<file path="src/rtl/dma_engine.sv">
// dma_engine: block-copy engine that borrows the CPU's data-memory port, 1 byte/cycle
module dma_engine #(
    parameter int MAX_BURST = 16
) (
    input  logic       clk,
    input  logic       reset,
    input  logic       pause,
    input  logic       start,
    input  logic [7:0] src,
    input  logic [7:0] dst,
    input  logic [7:0] len,
    output logic       busy,
    output logic       done,
    output logic       err,
    output logic       cpu_pause,
    input  logic [7:0] cpu_readaddr,
    input  logic       cpu_indir_read_en,
    input  logic [7:0] cpu_writeaddr,
    input  logic [7:0] cpu_writedata,
    input  logic       cpu_write_en,
    output logic [7:0] mem_readaddr,
    output logic       mem_indir_read_en,
    input  logic [7:0] mem_readdata,
    output logic [7:0] mem_writeaddr,
    output logic [7:0] mem_writedata,
    output logic       mem_write_en
);
    typedef enum logic [1:0] {IDLE, RUN, DRAIN, YIELD} state_t;
    localparam logic [7:0] BURST_MAX = 8'(MAX_BURST);
    state_t     state_q, state_d;
    logic [7:0] rd_ptr_q, rd_ptr_d, wr_ptr_q, wr_ptr_d, rd_left_q, rd_left_d;
    logic [7:0] burst_q, burst_d, saved_ra_q, saved_ra_d;
    logic       rd_valid_q, rd_valid_d, saved_ind_q, saved_ind_d;
    logic       done_q, done_d, err_q, err_d, wr_en;

    // next state, copy datapath and memory-port ownership mux
    always_comb begin
        state_d           = state_q;
        rd_ptr_d          = rd_ptr_q;
        wr_ptr_d          = wr_ptr_q;
        rd_left_d         = rd_left_q;
        burst_d           = burst_q;
        rd_valid_d        = rd_valid_q;
        saved_ra_d        = saved_ra_q;
        saved_ind_d       = saved_ind_q;
        done_d            = 1'b0;
        err_d             = 1'b0;
        mem_readaddr      = cpu_readaddr;
        mem_indir_read_en = cpu_indir_read_en;
        mem_writeaddr     = cpu_writeaddr;
        mem_writedata     = cpu_writedata;
        wr_en             = cpu_write_en;
        if (state_q == RUN || state_q == DRAIN) begin
            mem_writeaddr = wr_ptr_q;
            mem_writedata = mem_readdata;
            wr_en         = rd_valid_q;
            wr_ptr_d      = wr_ptr_q + {7'd0, rd_valid_q};
        end
        case (state_q)
            IDLE: if (start) begin
                saved_ra_d  = cpu_readaddr;
                saved_ind_d = cpu_indir_read_en;
                if (len == 8'd0) done_d = 1'b1;
                else if (dst < 8'h10 || {1'b0, dst} + {1'b0, len} > 9'h100) err_d = 1'b1;
                else begin
                    rd_ptr_d   = src;
                    wr_ptr_d   = dst;
                    rd_left_d  = len;
                    rd_valid_d = 1'b0;
                    burst_d    = 8'd0;
                    state_d    = RUN;
                end
            end
            RUN: begin
                mem_readaddr      = rd_ptr_q;
                mem_indir_read_en = 1'b0;
                rd_ptr_d          = rd_ptr_q + 8'd1;
                rd_left_d         = rd_left_q - 8'd1;
                burst_d           = burst_q + 8'd1;
                rd_valid_d        = 1'b1;
                state_d           = (rd_left_d == 8'd0 || burst_d == BURST_MAX) ? DRAIN : RUN;
            end
            DRAIN: begin
                mem_readaddr      = saved_ra_q;
                mem_indir_read_en = saved_ind_q;
                rd_valid_d        = 1'b0;
                done_d            = rd_left_q == 8'd0;
                state_d           = (rd_left_q == 8'd0) ? IDLE : YIELD;
            end
            YIELD: begin
                saved_ra_d  = cpu_readaddr;
                saved_ind_d = cpu_indir_read_en;
                burst_d     = 8'd0;
                state_d     = RUN;
            end
            default: state_d = IDLE;
        endcase
    end

    assign mem_write_en = wr_en & ~pause;
    assign busy         = state_q != IDLE;
    assign cpu_pause    = state_q == RUN || state_q == DRAIN;
    assign done         = done_q;
    assign err          = err_q;

    // state register; system pause freezes everything and drops the pulses
    always_ff @(posedge clk) begin
        if (reset) begin
            state_q     <= IDLE;
            rd_ptr_q    <= 8'd0;
            wr_ptr_q    <= 8'd0;
            rd_left_q   <= 8'd0;
            burst_q     <= 8'd0;
            rd_valid_q  <= 1'b0;
            saved_ra_q  <= 8'd0;
            saved_ind_q <= 1'b0;
            done_q      <= 1'b0;
            err_q       <= 1'b0;
        end else if (pause) begin
            done_q <= 1'b0;
            err_q  <= 1'b0;
        end else begin
            state_q     <= state_d;
            rd_ptr_q    <= rd_ptr_d;
            wr_ptr_q    <= wr_ptr_d;
            rd_left_q   <= rd_left_d;
            burst_q     <= burst_d;
            rd_valid_q  <= rd_valid_d;
            saved_ra_q  <= saved_ra_d;
            saved_ind_q <= saved_ind_d;
            done_q      <= done_d;
            err_q       <= err_d;
        end
    end
endmodule
</file>
<file path="config.mk">
export PLATFORM = sky130hd
export DESIGN_NAME = dma_engine
export DESIGN_NICKNAME = d
export VERILOG_FILES = /design/src/rtl/dma_engine.sv
export SDC_FILE = /design/constraint.sdc
export NUM_CORES = 1
export LEC_CHECK = 0
export CORE_MARGIN = 2
export CORE_UTILIZATION = 48
export CTS_CLUSTER_DIAMETER = 50
export DETAILED_ROUTE_END_ITERATION = 10
export DONT_BUFFER_PORTS = 1
export SLEW_MARGIN = 0
export SYNTH_ARGS = -nofsm -noshare
export SYNTH_HDL_FRONTEND = slang
export SYNTH_SLANG_ARGS = --single-unit
export TNS_END_PERCENT = 50
</file>
<file path="constraint.sdc">
create_clock -name clk -period 5.3 [get_ports clk]
set_input_delay 1.06 -clock clk [delete_from_list [all_inputs] [get_ports clk]]
set_output_delay 1.06 -clock clk [all_outputs]
set_load 0.005 [all_outputs]
</file>
# Word-level counts from Yosys, hierarchy flattened
# Index checks and enable logic that the tools add are counted.
# op_classes
muxes,40
addsub,5
magnitude_cmp,2
eq_ne,7
bitwise_logic,4
reduce_logical,19
# ops
operator,count
two-way mux 8 bit,17
one-hot mux 8 bit (2 select lines),4
zero test 8 bit,3
one-hot mux 8 bit (3 select lines),1
adder 8 x 1 -> 8 bit (second input constant),2
AND reduction 5 bit,3
two-way mux 2 bit,5
adder 8 x 8 -> 9 bit,1
greater-than comparator 9 bit (second input constant),1
adder 8 x 1 -> 8 bit,1
== test 8 x 5 -> 1 bit (second input constant),1
< comparator 8 x 5 -> 1 bit (second input constant),1
two-way mux 1 bit,8
one-hot mux 2 bit (4 select lines),1
subtractor 8 x 1 -> 8 bit (second input constant),1
!= test 2 bit (second input constant),3
one-hot mux 1 bit (2 select lines),3
nonzero test 2 bit,3
nonzero test 3 bit,2
OR reduction 5 bit,1
== test 2 bit (second input constant),2
AND reduction 4 bit,1
logical OR 1 bit,3
NOT 1 bit,3
other kinds (6),6
# word_totals
elab_cells,87
register_bits,46
out_inout_bits,30
inputBits,62

# Logic depth before layout (Yosys ltp)
# Gate-level depths: netlist of the first run.
# logic_depth
depth_word,7
depth_mapped,12
ltp_nobuf,10

# Worst setup path after synthesis of the first run
# No wires, ideal clock.
# synth_path
path_type,in2reg
start,input dst[0]
end,register burst_q[1]
path_buffers,2
setup_time_ns,0.117
cell_stages,12
arrival_time_ns,3.895
required_time_ns,5.183
path_slack_ns,1.288
path_cell_list,ha_1 -> fa_1 -> a21o_1 -> a211oi_1 -> o221ai_1 -> or4_4 -> or4_4 -> buf_6 -> nand2_4 -> buf_8 -> o31ai_2 -> a32o_1
# synth_via
elab_chain_cells,5
elab_cells_between_ends,6
cone_classes,1 x add/sub; 2 x order compare; 1 x eq/ne; 2 x reduce/logical
# synth_lines
element,line_no,source
from (decl),10,"input logic [7:0] dst,"
adder 8 x 8 -> 9 bit,64,"else if (dst < 8'h10 || {1'b0, dst} + {1'b0, len} > 9'h100) err_d = 1'b1;"
greater-than comparator 9 bit,64,
logical OR 1 bit *,64,
!= test 2 bit (no source line) *,n/a,
AND reduction 5 bit (no source line) *,n/a,
to (signal assigned),127,burst_q <= burst_d;
to (decl),32,"logic [7:0] burst_q, burst_d, saved_ra_q, saved_ra_d;"
# Mark *: on every way between the ends. The rest lies on a longest branch, timed or not.
# A chain may end at the register's enable or synchronous reset.

# Worst setup path after layout of the first run
# layout_path
start,input dst[0]
end,register rd_ptr_q[2]
# layout_via
elab_chain_cells,5
elab_cells_between_ends,6
cone_classes,1 x add/sub; 2 x order compare; 1 x eq/ne; 2 x reduce/logical
# layout_lines
element,line_no,source
adder 8 x 8 -> 9 bit,64,
greater-than comparator 9 bit,64,
logical OR 1 bit *,64,
!= test 2 bit (no source line) *,n/a,
AND reduction 5 bit (no source line) *,n/a,
to (signal assigned),124,rd_ptr_q <= rd_ptr_d;
to (decl),31,"logic [7:0] rd_ptr_q, rd_ptr_d, wr_ptr_q, wr_ptr_d, rd_left_q, rd_left_d;"
# Marked as above.

==> results.json, run 1 <==
{
  "drive_above_1_share_pct": 10.87,
  "fmax_ghz": 0.2492,
  "critPathLaunchType": "input pin",
  "ant_nets": 0,
  "layout.cells.non_filler": 510,
  "die_y_um": 88.82,
  "grt_max_degree": 43,
  "hold_class": "reg2reg",
  "grt_pass1_vias": 2871,
  "hpwl_um": 6518,
  "fin_nets": 494,
  "tightest_slew_ps": 622.1,
  "place_inst": 502,
  "cp_data_required_time_ps": 5510,
  "ys_warn_count": 0,
  "endpoint_kind": "flop",
  "p_per_area_nw_per_um2": 248.1,
  "postSynthCellCount": 425,
  "synth.top_cells.by_count": "46 x dfxtp_1, 38 x nor2_1, 31 x a21oi_1",
  "synthDominantCellAreaShare_pct": 26.67,
  "cpMaxStageDelayCell": "or4_4",
  "via_per_inst": 6.173,
  "crit_buf_inv": 0,
  "die_width_um": 88.82,
  "netlist_top_cells_area": "dfxtp_1 27%, ha_1 6.5%, mux2i_1 5.2%, mux2_2 5.2%, a21oi_1 4.5%",
  "antenna_found_initial": 0,
  "fin_crit_sh_pct": 75.73,
  "crit_fanout": 23,
  "start_util_pct": 50.27,
  "finalSetupTns_ps": 0,
  "yosysMostFrequentCell": "dfxtp_1",
  "dr.pass1.iters": 4,
  "vias": 3148,
  "cp_common_cell": "or4_4",
  "async_flop_share_pct": 0,
  "maxCapViolCount": 0,
  "synth.distinct_cells": 71,
  "wl_per_cell_um": 17.47,
  "cts_buffers": 5,
  "gr-total-overflow": 0,
  "yosysSeqAreaShare_pct": 26.67,
  "cts.sinks": 46,
  "die_area_um2": 7889,
  "io_buffers": 0,
  "seqCellArea_um2": 920.9,
  "synth_area_per_cell_um2": 8.125,
  "clock_skew_ps": 9.663,
  "io_pins": 92,
  "synth_edf_count": 0,
  "cp_cell_sequence": "ha_1 > fa_1 > a21o_1 > a211oi_1 > o221ai_1 > or4_4 > or4_4 > nand2_2 > o22ai_1 > a211o_1",
  "setup_viol_count_final": 0,
  "clk_path_buf_depth": 2,
  "p_leak_uw": 0.001326,
  "critPathKind": "in2reg",
  "rows": 30,
  "antennaDiodeCount": 0,
  "fill_cells": 703,
  "yosysTopAreaCell": "dfxtp_1",
  "critical_path.top_delay_family": "simple AND/OR/NAND/NOR gates",
  "ys.flop_type": "dfxtp_1",
  "rsz0062_at_grt": "false",
  "syn_to_final_growth_pct": 4.203,
  "syn_nets": 506,
  "cts_setup_buffers": 0,
  "grt.busiest_layer": "met2",
  "ir_drop_v": 0.0001089,
  "use_met1_pct": 34.00,
  "worstPathArrival_ps": 4220,
  "grt_pass1_wl_um": 14460,
  "wl_um": 8910,
  "use_met2_pct": 35.55,
  "finalMaxSlewViolations": 0,
  "place.gp.congestion": 0.8049,
  "ys_ff_latch": 46,
  "slowest_delay_ps": 560,
  "final-hold-violation-count": 0,
  "grt_usage_pct": 23.48,
  "clk_pin_slew_ps": 90,
  "syn-cell-area_um2": 3453,
  "htreeDepth": 2,
  "slew_headroom_pct": 58.20,
  "met3_usage_pct": 4.944,
  "multi_input_comb_area_um2": 2335,
  "status": "finished, final reports clean",
  "core-area_um2": 6869,
  "fin_crit_ps": 4014,
  "cts_tree": "built",
  "cts_resized": 0,
  "drtIter0Drc": 216,
  "clk_root_buffer_cell": "clkbuf_8",
  "drc": 0,
  "clock_latency_ps": 310,
  "cts_hold_buffers": 0
}
## where the power goes
part / switching (uW) / total (uW) / internal, uW
logic: 142 / 240 / 97.6
registers: 19.6 / 384 / 365
clock network: 128 / 269 / 141
## worst min-delay path: stages, from the launching register on
cell     delay, ps
dfxtp_1        340
mux2i_1         60
nor2_1          70
## layout by cell type, fill, tap and decap left out, drive strengths merged, types with 3 or more instances in the layout
cell and n:
a211o 5, a211oi 10, a21bo 3, a21o 4, a21oi 31, a221o 3, a22oi 8, a31oi 3
a41oi 6, and2 5, and3 6, buf 3, clkbuf 6, dfxtp 46, ha 18, inv 23
mux2 16, mux2i 18, nand2 31, nand3 24, nand4 4, nor2 39, nor2b 5, nor3 15
nor3b 3, o21ai 15, o31a 4, o31ai 3, o32ai 6, or3 4, or4 11
## flip-flops by register name, indices dropped and copies added (netlist names)
signal	cells
burst_q	8
rd_left_q	8
rd_ptr_q	8
saved_ra_q	8
wr_ptr_q	8
state_q	2
done	1
err	1
rd_valid_q	1
saved_ind_q	1
## final timing paths
path / from / end / slack, ps / cells after the start
hold / removal: saved_ra_q[3] / saved_ra_q[3] / 500 / 2
hold reg to reg: saved_ra_q[3] / saved_ra_q[3] / 500 / 2
setup / recovery: dst[0] / rd_ptr_q[2] / 1290 / 10
setup reg to reg: state_q[1] / rd_ptr_q[2] / 2280 / 9
## cell families after synthesis
| kind of cell | Yosys count | synth area share (%) |
|---|---|---|
| AND/OR/NAND/NOR | 158 | 23.91 |
| AO/OA/AOI/OAI | 119 | 25.40 |
| buffers and inverters | 46 | 5.724 |
| flip-flops | 46 | 26.67 |
| multiplexers | 34 | 10.43 |
| adder cells (fa/ha/maj) | 19 | 7.102 |
| XOR/XNOR | 3 | 0.7610 |
## stage by stage
stage	area [um2]	hold WS, ps	setup slack, ps	utilization (%)	power, uW
2_1_floorplan	3453	460.0	1288	-	592.2
4_1_cts	3598	504.8	1311	52.39	901.9
3_5_place_dp	3488	482.4	979.2	50.78	629.8
5_1_grt	3598	525.3	1134	52.39	947.4
3_3_place_gp	3488	472.2	1055	50.78	627.5
6_report	3598	497.0	1286	52.39	892.8
## cell type report
class	count	area share [%]
repair buffers	3	0.6259
flip-flops and latches	46	25.59
well taps	96	3.338
clock inverters	2	1.043
inverters	24	2.503
multi-input cells	333	64.88
clock buffers	6	2.017
## layer usage
metal	routed length [um]	share of wire, %
met4	104	1.2
met2	4024	45
met1	4194	47
met5	0	0
met3	586	6.6
Power figures use the tool's default switching activity.
==> run 2: changes to the inputs <==
==> constraint.sdc (replaced) <==
create_clock -name clk -period 4.2 [get_ports clk]
set_input_delay 0.84 -clock clk [delete_from_list [all_inputs] [get_ports clk]]
set_output_delay 0.84 -clock clk [all_outputs]
set_load 0.005 [all_outputs]
==> run 2 against run 1 <==
Compared with the run above:
- worst setup slack worse by 820 ps
- final cell count increased by 0.98%
- flip-flop and latch count unchanged
- total power is 27% higher
==> results.json, run 2 (synthesis results as in run 1) <==
{
  "cp_common_cell": "or4_4",
  "final_util_pct": 52.93,
  "fin_nets": 499,
  "rows": 30,
  "fill_cells": 702,
  "setup_viol_count_final": 0,
  "ir_drop_v": 0.0001896,
  "slowest_delay_ps": 550,
  "multi_input_comb_area_um2": 2335,
  "maxCapViolCount": 0,
  "drc": 0,
  "core-area_um2": 6869,
  "seqCellArea_um2": 920.9,
  "status": "finished, final reports clean",
  "clk_pin_slew_ps": 90,
  "wl_per_cell_um": 17.90,
  "drive_above_1_share_pct": 11.93,
  "worstPathArrival_ps": 3930,
  "grt_pass1_vias": 2870,
  "critPathKind": "in2reg",
  "die_y_um": 88.82,
  "clock_skew_ps": 7.287,
  "io_buffers": 0,
  "crit_fanout": 18,
  "p_leak_uw": 0.001350,
  "fmax_ghz": 0.2681,
  "cts_resized": 0,
  "grt_usage_pct": 23.66,
  "clk_root_buffer_cell": "clkbuf_8",
  "io_pins": 92,
  "dr.pass1.iters": 5,
  "cts_buffers": 5,
  "clk_path_buf_depth": 2,
  "hpwl_um": 6809,
  "grt_max_degree": 43,
  "die_width_um": 88.82,
  "slew_headroom_pct": 41.86,
  "htreeDepth": 2,
  "syn_to_final_growth_pct": 5.290,
  "finalSetupTns_ps": 0,
  "cts_setup_buffers": 0,
  "finalMaxSlewViolations": 0,
  "ant_nets": 0,
  "clock_latency_ps": 310,
  "start_util_pct": 50.27,
  "endpoint_kind": "flop",
  "critical_path.top_delay_family": "simple AND/OR/NAND/NOR gates",
  "p_per_area_nw_per_um2": 312.7,
  "wl_um": 9217,
  "critPathLaunchType": "input pin",
  "fin_crit_sh_pct": 88.81,
  "antenna_found_initial": 0,
  "cts.sinks": 46,
  "hold_class": "reg2reg",
  "rsz0062_at_grt": "false",
  "fin_crit_ps": 3730,
  "cp_cell_sequence": "ha_1 > fa_1 > a21o_1 > a211oi_1 > o221ai_1 > or4_4 > or4_4 > nand2_2 > o22ai_1 > a211o_1",
  "drtIter0Drc": 332,
  "place_inst": 507,
  "cp_data_required_time_ps": 4400,
  "cpMaxStageDelayCell": "or4_4",
  "via_per_inst": 6.237,
  "layout.cells.non_filler": 515,
  "die_area_um2": 7889,
  "final-hold-violation-count": 0,
  "crit_buf_inv": 0,
  "vias": 3212,
  "cts_tree": "built",
  "place.gp.congestion": 0.8200,
  "grt_pass1_wl_um": 14440,
  "final_cell_mix": "46 x dfxtp_1, 38 x nor2_1, 31 x a21oi_1, 28 x nand2_1, 24 x nand3_1",
  "cts_hold_buffers": 0,
  "finalPower_uw": 1137,
  "gr-total-overflow": 0,
  "layout_commonest_cell": "dfxtp_1",
  "tightest_slew_ps": 872.1,
  "antennaDiodeCount": 0
}
==> run 2: cell types whose count changed in the layout (fill, tap and decap cells not counted) <==
cell / previous run / this run
buf_4: 3 / 8
==> run 2: area by class of cell <==
| class | instances | share of cell area [%] |
|---|---|---|
| clock inverters | 2 | 1.032 |
| flip-flops and latches | 46 | 25.33 |
| multi-input cells | 333 | 64.21 |
| well taps | 96 | 3.304 |
| clock buffers | 6 | 1.996 |
| inverters | 24 | 2.478 |
| repair buffers | 8 | 1.652 |
==> run 2: path summary, 6_finish.rpt <==
| check | start | endpoint | slack [ps] | cells past startpoint |
|---|---|---|---|---|
| setup / recovery | dst[0] | rd_ptr_q[2] | 470 | 10 |
| hold / removal | saved_ra_q[0] | saved_ra_q[0] | 510 | 2 |
| setup reg to reg | state_q[0] | rd_ptr_q[2] | 1070 | 9 |
| hold reg to reg | saved_ra_q[0] | saved_ra_q[0] | 510 | 2 |
==> run 2: power breakdown <==
part	leakage (uW)	switching [uW]	internal (uW)
Sequential	0.000374	25.1	460
Combinational	0.000925	182	131
Clock	0.0000514	161	178
==> run 2: worst register-to-register path, stage by stage, from the launching register on <==
cell and delay (ps):
dfxtp_1 350, inv_1 90, ha_1 310, nand2_1 160, nor3_1 670, nand2_1 220, or4_4 480, nand2_2 320
o22ai_1 140, a211o_1 300
==> run 2: routing by layer <==
layer	up-vias	share of wire, %	global-route usage, %
met4	0	0.97	6.336
met1	1514	48	33.90
met5	-	0	0
met3	7	6.6	4.757
met2	109	45	36.16
li1	1582	-	-
==> run 2: stage by stage <==
step / hold slack [ps] / area (um2) / setup slack (ps)
6_report: 507.1 / 3636 / 470.0
3_5_place_dp: 484.1 / 3526 / 174.2
3_3_place_gp: 474.9 / 3526 / 251.9
5_1_grt: 526.5 / 3636 / 281.3
2_1_floorplan: 460.0 / 3453 / 407.5
4_1_cts: 512.9 / 3636 / 512.1
